$ cat config.mk
export PLATFORM = sky130hd
export DESIGN_NAME = perf_monitor
export DESIGN_NICKNAME = d
export VERILOG_FILES = /design/src/rtl/perf_monitor.sv
export SDC_FILE = /design/constraint.sdc
export NUM_CORES = 1
export LEC_CHECK = 0
export ABC_CLOCK_PERIOD_IN_PS = 2600
export BUFFER_PORTS_ARGS = -buffer_cell sky130_fd_sc_hd__clkbuf_2
export CAP_MARGIN = 20
export CORE_ASPECT_RATIO = 0.6
export CORE_MARGIN = 3
export CORE_UTILIZATION = 40
export CTS_CLUSTER_SIZE = 16
export DETAILED_ROUTE_END_ITERATION = 12
export PLACE_DENSITY = 0.63
export SLEW_MARGIN = 20
export SYNTH_ARGS = -nofsm -noshare
export SYNTH_HDL_FRONTEND = slang
export SYNTH_SLANG_ARGS = --single-unit
$ cat constraint.sdc
create_clock -name clk -period 2.6 [get_ports clk]
set_input_delay 0.39 -clock clk [delete_from_list [all_inputs] [get_ports clk]]
set_output_delay 0.39 -clock clk [all_outputs]
set_load 0.05 [all_outputs]
$ cat src/rtl/perf_monitor.sv
// Run-control FSM (IDLE/RUN/DRAIN/DONE) plus cycle, retired-instruction and generic event counters.
// Counters are read through a registered select port; overflow flags are sticky per counter.
module perf_monitor #(
    parameter int unsigned CNT_W        = 32,
    parameter int unsigned N_EVT        = 4,
    parameter int unsigned DRAIN_CYCLES = 20,
    parameter int unsigned SATURATE     = 1,
    localparam int unsigned N_CNT       = N_EVT + 2,
    localparam int unsigned SEL_W       = $clog2(N_EVT + 2)
) (
    input  logic             clk,
    input  logic             rst,
    input  logic             start,
    input  logic             stop_req,
    input  logic             clr,
    input  logic             inst_ret,
    input  logic [N_EVT-1:0] evt_in,
    input  logic [SEL_W-1:0] rd_sel,
    output logic [CNT_W-1:0] rd_data,
    output logic [N_CNT-1:0] ovf,
    output logic             running,
    output logic             done
);

    typedef enum logic [1:0] {
        ST_IDLE  = 2'd0,
        ST_RUN   = 2'd1,
        ST_DRAIN = 2'd2,
        ST_DONE  = 2'd3
    } state_e;

    localparam int unsigned      DRN_W      = $clog2(DRAIN_CYCLES + 1);
    localparam logic [DRN_W-1:0] DRAIN_LOAD = DRN_W'(DRAIN_CYCLES - 1);
    localparam logic [CNT_W-1:0] CNT_MAX    = '1;

    state_e           state_q, state_d;
    logic [DRN_W-1:0] drain_q, drain_d;
    logic [CNT_W-1:0] cnt_q [N_CNT];
    logic [CNT_W-1:0] cnt_d [N_CNT];
    logic [N_CNT-1:0] ovf_q, ovf_d;
    logic [CNT_W-1:0] rd_data_q, rd_data_d;
    logic [N_CNT-1:0] inc;
    logic             clear_cnt;
    logic             active;

    // NOTE: every combinational output gets a default before any branch, so no latch is inferred.
    always_comb begin
        state_d   = state_q;
        drain_d   = drain_q;
        clear_cnt = 1'b0;
        unique case (state_q)
            ST_IDLE: begin
                if (start) begin
                    state_d   = ST_RUN;
                    clear_cnt = 1'b1;
                end
            end
            ST_RUN: begin
                if (stop_req) begin
                    state_d = ST_DRAIN;
                    drain_d = DRAIN_LOAD;
                end
            end
            ST_DRAIN: begin
                if (drain_q == '0) begin
                    state_d = ST_DONE;
                end else begin
                    drain_d = drain_q - DRN_W'(1);
                end
            end
            ST_DONE: begin
                if (start) begin
                    state_d   = ST_RUN;
                    clear_cnt = 1'b1;
                end
            end
            default: state_d = ST_IDLE;
        endcase
        if (clr) begin
            state_d   = ST_IDLE;
            drain_d   = '0;
            clear_cnt = 1'b1;
        end
    end

    // Drain cycles still retire instructions and events, but are not charged as run cycles.
    always_comb begin
        active = (state_q == ST_RUN) || (state_q == ST_DRAIN);
        inc    = '0;
        inc[0] = (state_q == ST_RUN);
        inc[1] = inst_ret && active;
        for (int k = 0; k < int'(N_EVT); k++) begin
            inc[2 + k] = evt_in[k] && active;
        end
    end

    always_comb begin
        for (int i = 0; i < int'(N_CNT); i++) begin
            cnt_d[i] = cnt_q[i];
            ovf_d[i] = ovf_q[i];
            if (clear_cnt) begin
                cnt_d[i] = '0;
                ovf_d[i] = 1'b0;
            end else if (inc[i]) begin
                if (cnt_q[i] == CNT_MAX) begin
                    ovf_d[i] = 1'b1;
                    cnt_d[i] = (SATURATE != 0) ? CNT_MAX : '0;
                end else begin
                    cnt_d[i] = cnt_q[i] + CNT_W'(1);
                end
            end
        end
    end

    // Read port shows the value held this cycle, not the one being written at the edge.
    always_comb begin
        rd_data_d = '0;
        for (int i = 0; i < int'(N_CNT); i++) begin
            if (rd_sel == SEL_W'(i)) begin
                rd_data_d = cnt_q[i];
            end
        end
    end

    // NOTE: sequential state uses non-blocking assignments only, so every flop samples pre-edge values.
    always_ff @(posedge clk) begin
        if (rst) begin
            state_q   <= ST_IDLE;
            drain_q   <= '0;
            ovf_q     <= '0;
            rd_data_q <= '0;
            // NOTE: the counter array is flop-based and reset explicitly; software reads zero after reset.
            for (int i = 0; i < int'(N_CNT); i++) begin
                cnt_q[i] <= '0;
            end
        end else begin
            state_q   <= state_d;
            drain_q   <= drain_d;
            ovf_q     <= ovf_d;
            rd_data_q <= rd_data_d;
            for (int i = 0; i < int'(N_CNT); i++) begin
                cnt_q[i] <= cnt_d[i];
            end
        end
    end

    assign rd_data = rd_data_q;
    assign ovf     = ovf_q;
    assign running = (state_q == ST_RUN) || (state_q == ST_DRAIN);
    assign done    = (state_q == ST_DONE);

endmodule
==> results of run 1 <==
[cell usage in the layout (no fill, tap or decap), drive strengths merged, types with 5 or more instances in the layout]
cell type  instances
and4              24
a31oi             49
and3              34
or2                7
nor3              49
nor2              76
ha                10
clkinv             5
nor2b              6
a22oi             87
o21ai             18
or3                7
bufinv             5
nand4             67
xnor2             56
and2              14
a21oi            162
dfxtp            237
clkbuf            82
nand3             58
nand2             70
mux2i             14
a211oi            11
xor2              78
mux2               6
nor4              19
buf               50
mux4               5
inv               28
[worst min-delay path by stage]
stage,endpoint,slack (ns),cells past startpoint
global route,state_q[0]$_SDFFE_PP0P_,0.29,3
global placement,ovf[4]$_SDFFE_PP0P_,0.43,2
CTS,drain_q[0]$_SDFFE_PP0P_,0.26,3
detailed placement,ovf[4]$_SDFFE_PP0P_,0.44,2
floorplan,rd_data[0]$_SDFF_PP0_,0.46,1
finish,state_q[0]$_SDFFE_PP0P_,0.28,4
[layer usage]
layer  up-vias  wire, µm  global-route usage
met4         0       559             0.04512
met1      5062     17410              0.3618
met2       517     14120              0.3081
met5         -         0                   0
li1       5009         -                   -
met3        40      4072             0.05331
[registers in the layout, indices dropped and copies added (netlist names)]
register  cells
ovf           6
cnt_q       192
rd_data      32
state_q       2
drain_q       5
[cell families (layout without fill, tap and decap cells)]
logic type / after synthesis / after routing / synth area share
simple gates: 459 / 459 / 0.2291
fa+ha+maj: 10 / 10 / 0.01078
mux: 25 / 25 / 0.02759
compound gates: 349 / 349 / 0.1848
other cells: 0 / 1 / 0
buf+inv: 104 / 172 / 0.03793
xor+xnor: 134 / 134 / 0.1011
flops: 237 / 237 / 0.4087
[report_power, final]
group	internal, W	total (W)	switching, W
clock	0.00225	0.00375	0.00150
combinational	0.0000739	0.000252	0.000179
sequential	0.00364	0.00364	0.00000718
total	0.00596	0.00764	0.00169
[final cells by class]
cell class                 count  share of cell area
antenna                        1           0.0001884
clock buffer                  30             0.04833
inverter                      28            0.007913
multi-input combinational    977              0.4862
tap                          367             0.03457
timing repair buffer         102             0.05068
clock inverter                12             0.01488
sequential                   237              0.3572
[cells in the mapped netlist (all sizes together), types with 11 or more instances]
| master | n |
|---|---|
| xnor2 | 56 |
| dfxtp | 237 |
| nand2 | 70 |
| and2 | 14 |
| nor3 | 49 |
| a21oi | 162 |
| mux2i | 14 |
| nand4 | 67 |
| inv | 27 |
| nor2 | 76 |
| and3 | 34 |
| clkbuf | 47 |
| a211oi | 11 |
| xor2 | 78 |
| buf | 29 |
| a31oi | 49 |
| and4 | 24 |
| nor4 | 19 |
| a22oi | 87 |
| nand3 | 58 |
| o21ai | 18 |
[tightest hold or removal path, delay by kind of cell]
kind	cells	cell delay [ns]
simple gates	1	0.07
compound gates	2	0.19
buf+inv	1	0.13
[metrics by stage]
stage	instances	utilization
after floorplan	1318	-
after global placement	1711	0.4433
after detailed placement	1711	0.4433
after CTS	1753	0.4733
after global routing	1754	0.4735
final	1754	0.4735
==> impl_metrics.json, run 1 <==
{
  "status": "finished, final reports clean",
  "post-route-min-period_ns": 2.412,
  "drive_gt1_frac": 0.1407,
  "synth_fp_nets": 1341,
  "cp_max_fo": 10,
  "cts.sinks": 237,
  "place.gp.congestion": 0.9205,
  "drtPass1Iterations": 5,
  "routed_wirelength_um": 36160,
  "n_fill_cell": 2687,
  "h-tree-depth": 1,
  "final_area_um2": 13280,
  "chipWidth_um": 225.9,
  "peakVddDrop_mv": 0.3700,
  "worst_pin_slew_ns": 0.8117,
  "r2r_slack_ns": 0.19,
  "path_delay_family": "simple AND/OR/NAND/NOR gates",
  "synth_area_um2": 11610,
  "start_util": 0.4139,
  "die_h_um": 138.0,
  "post-dp-hpwl_um": 26150,
  "cp_num_buf_inv": 4,
  "finClkSkew_ns": 0.02360,
  "min_path_type": "input pin to register",
  "avgSynthCellArea_um2": 8.809,
  "drt-initial-drc-count": 1322,
  "drc": 0,
  "finalSetupViolations": 0,
  "rsz0062_at_grt": "no",
  "cts_setup_buffers": 0,
  "crit_end": "cnt_q[3][31]$_SDFFE_PP0N_",
  "antenna_found_initial": 1,
  "p_leak_nw": 4.302,
  "synth_top_cell_by_area": "dfxtp_1",
  "cts_made_buffers": 23,
  "ant_nets": 0,
  "clk_pin_slew_worst_paths_ns": 0.06,
  "reg2regPathDepth": 10,
  "regArea_um2": 4745,
  "async_flop_share": 0,
  "cp-start-kind": "register",
  "maxCapViolCount": 0,
  "r2r_end": "cnt_q[3][31]$_SDFFE_PP0N_",
  "worst-setup-path-type": "register to register",
  "worstPathRequired_ns": 3.05,
  "synth_edf_count": 0,
  "synth-seq-cells": 237,
  "arrival_ns": 2.87,
  "cts_hold_buf": 0,
  "wl_per_cell_um": 20.61,
  "syn_to_final_growth_pct": 14.40,
  "cp-end-kind": "register",
  "yosysTopAreaCellShare": 0.4087,
  "cts_tree": "yes",
  "vias": 10630,
  "finalPower_w": 0.007643,
  "period_share": 0.9277,
  "max_freq_mhz": 414.6,
  "slew_violations": 0,
  "first_global_vias": 9371,
  "clock_latency_ns": 0.54,
  "hp-start": "stop_req",
  "grt_use_total": 0.2283,
  "overflow": 0,
  "rows": 47,
  "grt_max_degree": 57,
  "cts_resized": 0,
  "power_density_nw_per_um2": 575.4,
  "finalNetCount": 1392,
  "yosysWarnings": 0,
  "crit_top_cell": "buf_4",
  "via_per_inst": 6.059,
  "multiInputGateArea_um2": 6457,
  "setup-tns-final_ns": 0,
  "synthTopCellsByArea": "dfxtp_1, a21oi_1, xor2_1",
  "syn_inst": 1318,
  "rr_startpoint": "state_q[0]$_SDFFE_PP0P_",
  "setup_ws_ns": 0.1879,
  "crit_path_max_incr_delay_ns": 0.38,
  "yosysUniqueCellTypes": 61,
  "fin_hold_ws_ns": 0.2845,
  "grt_pass1_wl_um": 55210,
  "hold_viol": 0,
  "dpl_cell_area_um2": 12440,
  "dp_slack_ns": 0.1165,
  "fp.coreArea_um2": 28050,
  "synth_ff_type": "dfxtp_1",
  "dieArea_um2": 31170,
  "slew_headroom": 0.4589,
  "path_cells": "inv_1 -> ha_1 -> buf_4 -> nand3b_1 -> buf_4 -> or2_2 -> nor3_1 -> nand2_1 -> buf_4 -> a21oi_1",
  "crit_start": "state_q[0]$_SDFFE_PP0P_",
  "port_buffers": 52,
  "cp_slowest_cell": "ha_1",
  "ios": 53,
  "max-clock-path-buffers": 3,
  "ys_seq_area_frac": 0.4087,
  "cts_root_buf": "clkbuf_16",
  "crit_cells": 10
}
Power figures use the tool's default switching activity.
==> run 2, diff against run 1 <==
CELL_PAD_IN_SITES_DETAIL_PLACEMENT = 0   (was default)
CELL_PAD_IN_SITES_GLOBAL_PLACEMENT = 1   (was default)
PLACE_DENSITY = 0.76   (was 0.63)
==> run 2 against run 1 <==
Against the previous run:
- non-clock buffer count shrank 3
- critical path depth shrank 3
- sequential power hardly changed
- first-iteration DRC count decreased by 14%
- clock power hardly changed
- final cell count shrank 0.11%
- register-to-register slack got worse by 0.05 ns
==> impl_metrics.json, run 2 (synthesis results as in run 1) <==
{
  "finalPower_w": 0.007618,
  "maxCapViolCount": 0,
  "cts_root_buf": "clkbuf_16",
  "worstPathRequired_ns": 2.99,
  "drive_gt1_frac": 0.1408,
  "slew_headroom": 0.5211,
  "first_global_vias": 9282,
  "syn_to_final_growth_pct": 14.42,
  "power_density_nw_per_um2": 573.5,
  "worst-setup-path-type": "register to register",
  "finalNetCount": 1390,
  "hold_viol": 0,
  "grt_pass1_wl_um": 56340,
  "layout_commonest_cell": "dfxtp_1",
  "cp_max_fo": 10,
  "antenna_cells": 0,
  "dieArea_um2": 31170,
  "cts.sinks": 237,
  "setup-tns-final_ns": 0,
  "cp_slowest_cell": "or4_1",
  "clock_latency_ns": 0.54,
  "cts_made_buffers": 24,
  "place.gp.congestion": 0.9149,
  "die_h_um": 138.0,
  "worst_pin_slew_ns": 0.7184,
  "crit_path_max_incr_delay_ns": 0.66,
  "period_share": 0.9458,
  "chipWidth_um": 225.9,
  "finalSetupViolations": 0,
  "path_cells": "inv_1 -> ha_1 -> buf_4 -> nand3b_1 -> or4_1 -> nor4_1 -> nor3_1",
  "ios": 53,
  "setup_ws_ns": 0.1410,
  "wl_per_cell_um": 20.82,
  "drt-initial-drc-count": 1137,
  "rsz0062_at_grt": "no",
  "post-route-min-period_ns": 2.459,
  "status": "finished, final reports clean",
  "drc": 0,
  "fp.coreArea_um2": 28050,
  "overflow": 0,
  "start_util": 0.4139,
  "h-tree-depth": 1,
  "cts_tree": "yes",
  "peakVddDrop_mv": 0.4117,
  "post-dp-hpwl_um": 26360,
  "largest_reg_flops": 192,
  "dp_slack_ns": 0.1413,
  "max_freq_mhz": 406.7,
  "top_register": "cnt_q",
  "cp-start-kind": "register",
  "vias": 10510,
  "arrival_ns": 2.85,
  "grt_max_degree": 58,
  "routed_wirelength_um": 36480,
  "min_path_type": "input pin to register",
  "p_leak_nw": 4.318,
  "cp-end-kind": "register",
  "rows": 47,
  "antenna_found_initial": 0,
  "fin_cells": 1752,
  "slew_violations": 0,
  "n_fill_cell": 2674,
  "grt_use_total": 0.2327,
  "finClkSkew_ns": 0.01226,
  "dp.cells": 1708,
  "cts_setup_buffers": 0,
  "ant_nets": 0,
  "final_cell_mix": "dfxtp_1, a21oi_1, a22oi_1, xor2_1, nor2_1",
  "via_per_inst": 5.997,
  "clk_pin_slew_worst_paths_ns": 0.07,
  "max-clock-path-buffers": 3,
  "port_buffers": 52,
  "drtPass1Iterations": 5
}
==> run 2: cell types whose count changed in the layout (fill, tap and decap cells not counted), moves of 2 or more <==
cell       before  now
buf_4          47   42
clkbuf_16      23   25
bufinv_16       5    3
buf_12          3    5
==> run 2: path summary, 6_finish.rpt <==
path / endpoint / slack (ns) / cells past startpoint / startpoint
setup reg to reg: cnt_q[3][20]$_SDFFE_PP0N_ / 0.14 / 7 / state_q[0]$_SDFFE_PP0P_
hold / removal: rd_data[0]$_SDFF_PP0_ / 0.18 / 2 / rst
hold reg to reg: ovf[0]$_SDFFE_PP0P_ / 0.45 / 2 / ovf[0]$_SDFFE_PP0P_
setup / recovery: cnt_q[3][20]$_SDFFE_PP0N_ / 0.14 / 7 / state_q[0]$_SDFFE_PP0P_
==> run 2: through the flow <==
step / utilization / instance area (µm²) / hold WS, ns
after floorplan: - / 11610 / 0.4594
after global placement: 0.4434 / 12440 / 0.4329
after detailed placement: 0.4434 / 12440 / 0.4449
after CTS: 0.4733 / 13280 / 0.1565
after global routing: 0.4736 / 13280 / 0.1672
final: 0.4736 / 13280 / 0.1800
==> run 2: routing by layer <==
| layer | routed length [µm] | track usage |
|---|---|---|
| met5 | 0 | 0 |
| met3 | 3027 | 0.04316 |
| met1 | 19340 | 0.3922 |
| met2 | 13570 | 0.2945 |
| met4 | 536 | 0.04159 |
==> run 2: critical path: cells and delay by family, from the launching register on <==
family / cells / cell delay, ns
simple gates: 4 / 1.33
fa+ha+maj: 1 / 0.34
flops: 1 / 0.37
buf+inv: 2 / 0.27
==> run 2: timing repair <==
item                       4_1_cts  5_1_grt
setup endpoints to repair        0       51
hold buffers                     0        0
resized for setup                0        3
==> run 2: power breakdown <==
group | internal, W | switching (W)
sequential | 0.00364 | 0.00000742
clock | 0.00216 | 0.00157
combinational | 0.0000726 | 0.000178
total | 0.00586 | 0.00175
==> run 2: layout make-up <==
class	instances	area, µm²	share of cell area
Inverter	28	105.1	0.007912
Multi-Input combinational cell	977	6462	0.4865
Sequential cell	237	4745	0.3572
Clock buffer	31	678.2	0.05105
Timing Repair Buffer	99	675.6	0.05086
Clock inverter	13	158.9	0.01196
Tap cell	367	459.2	0.03457
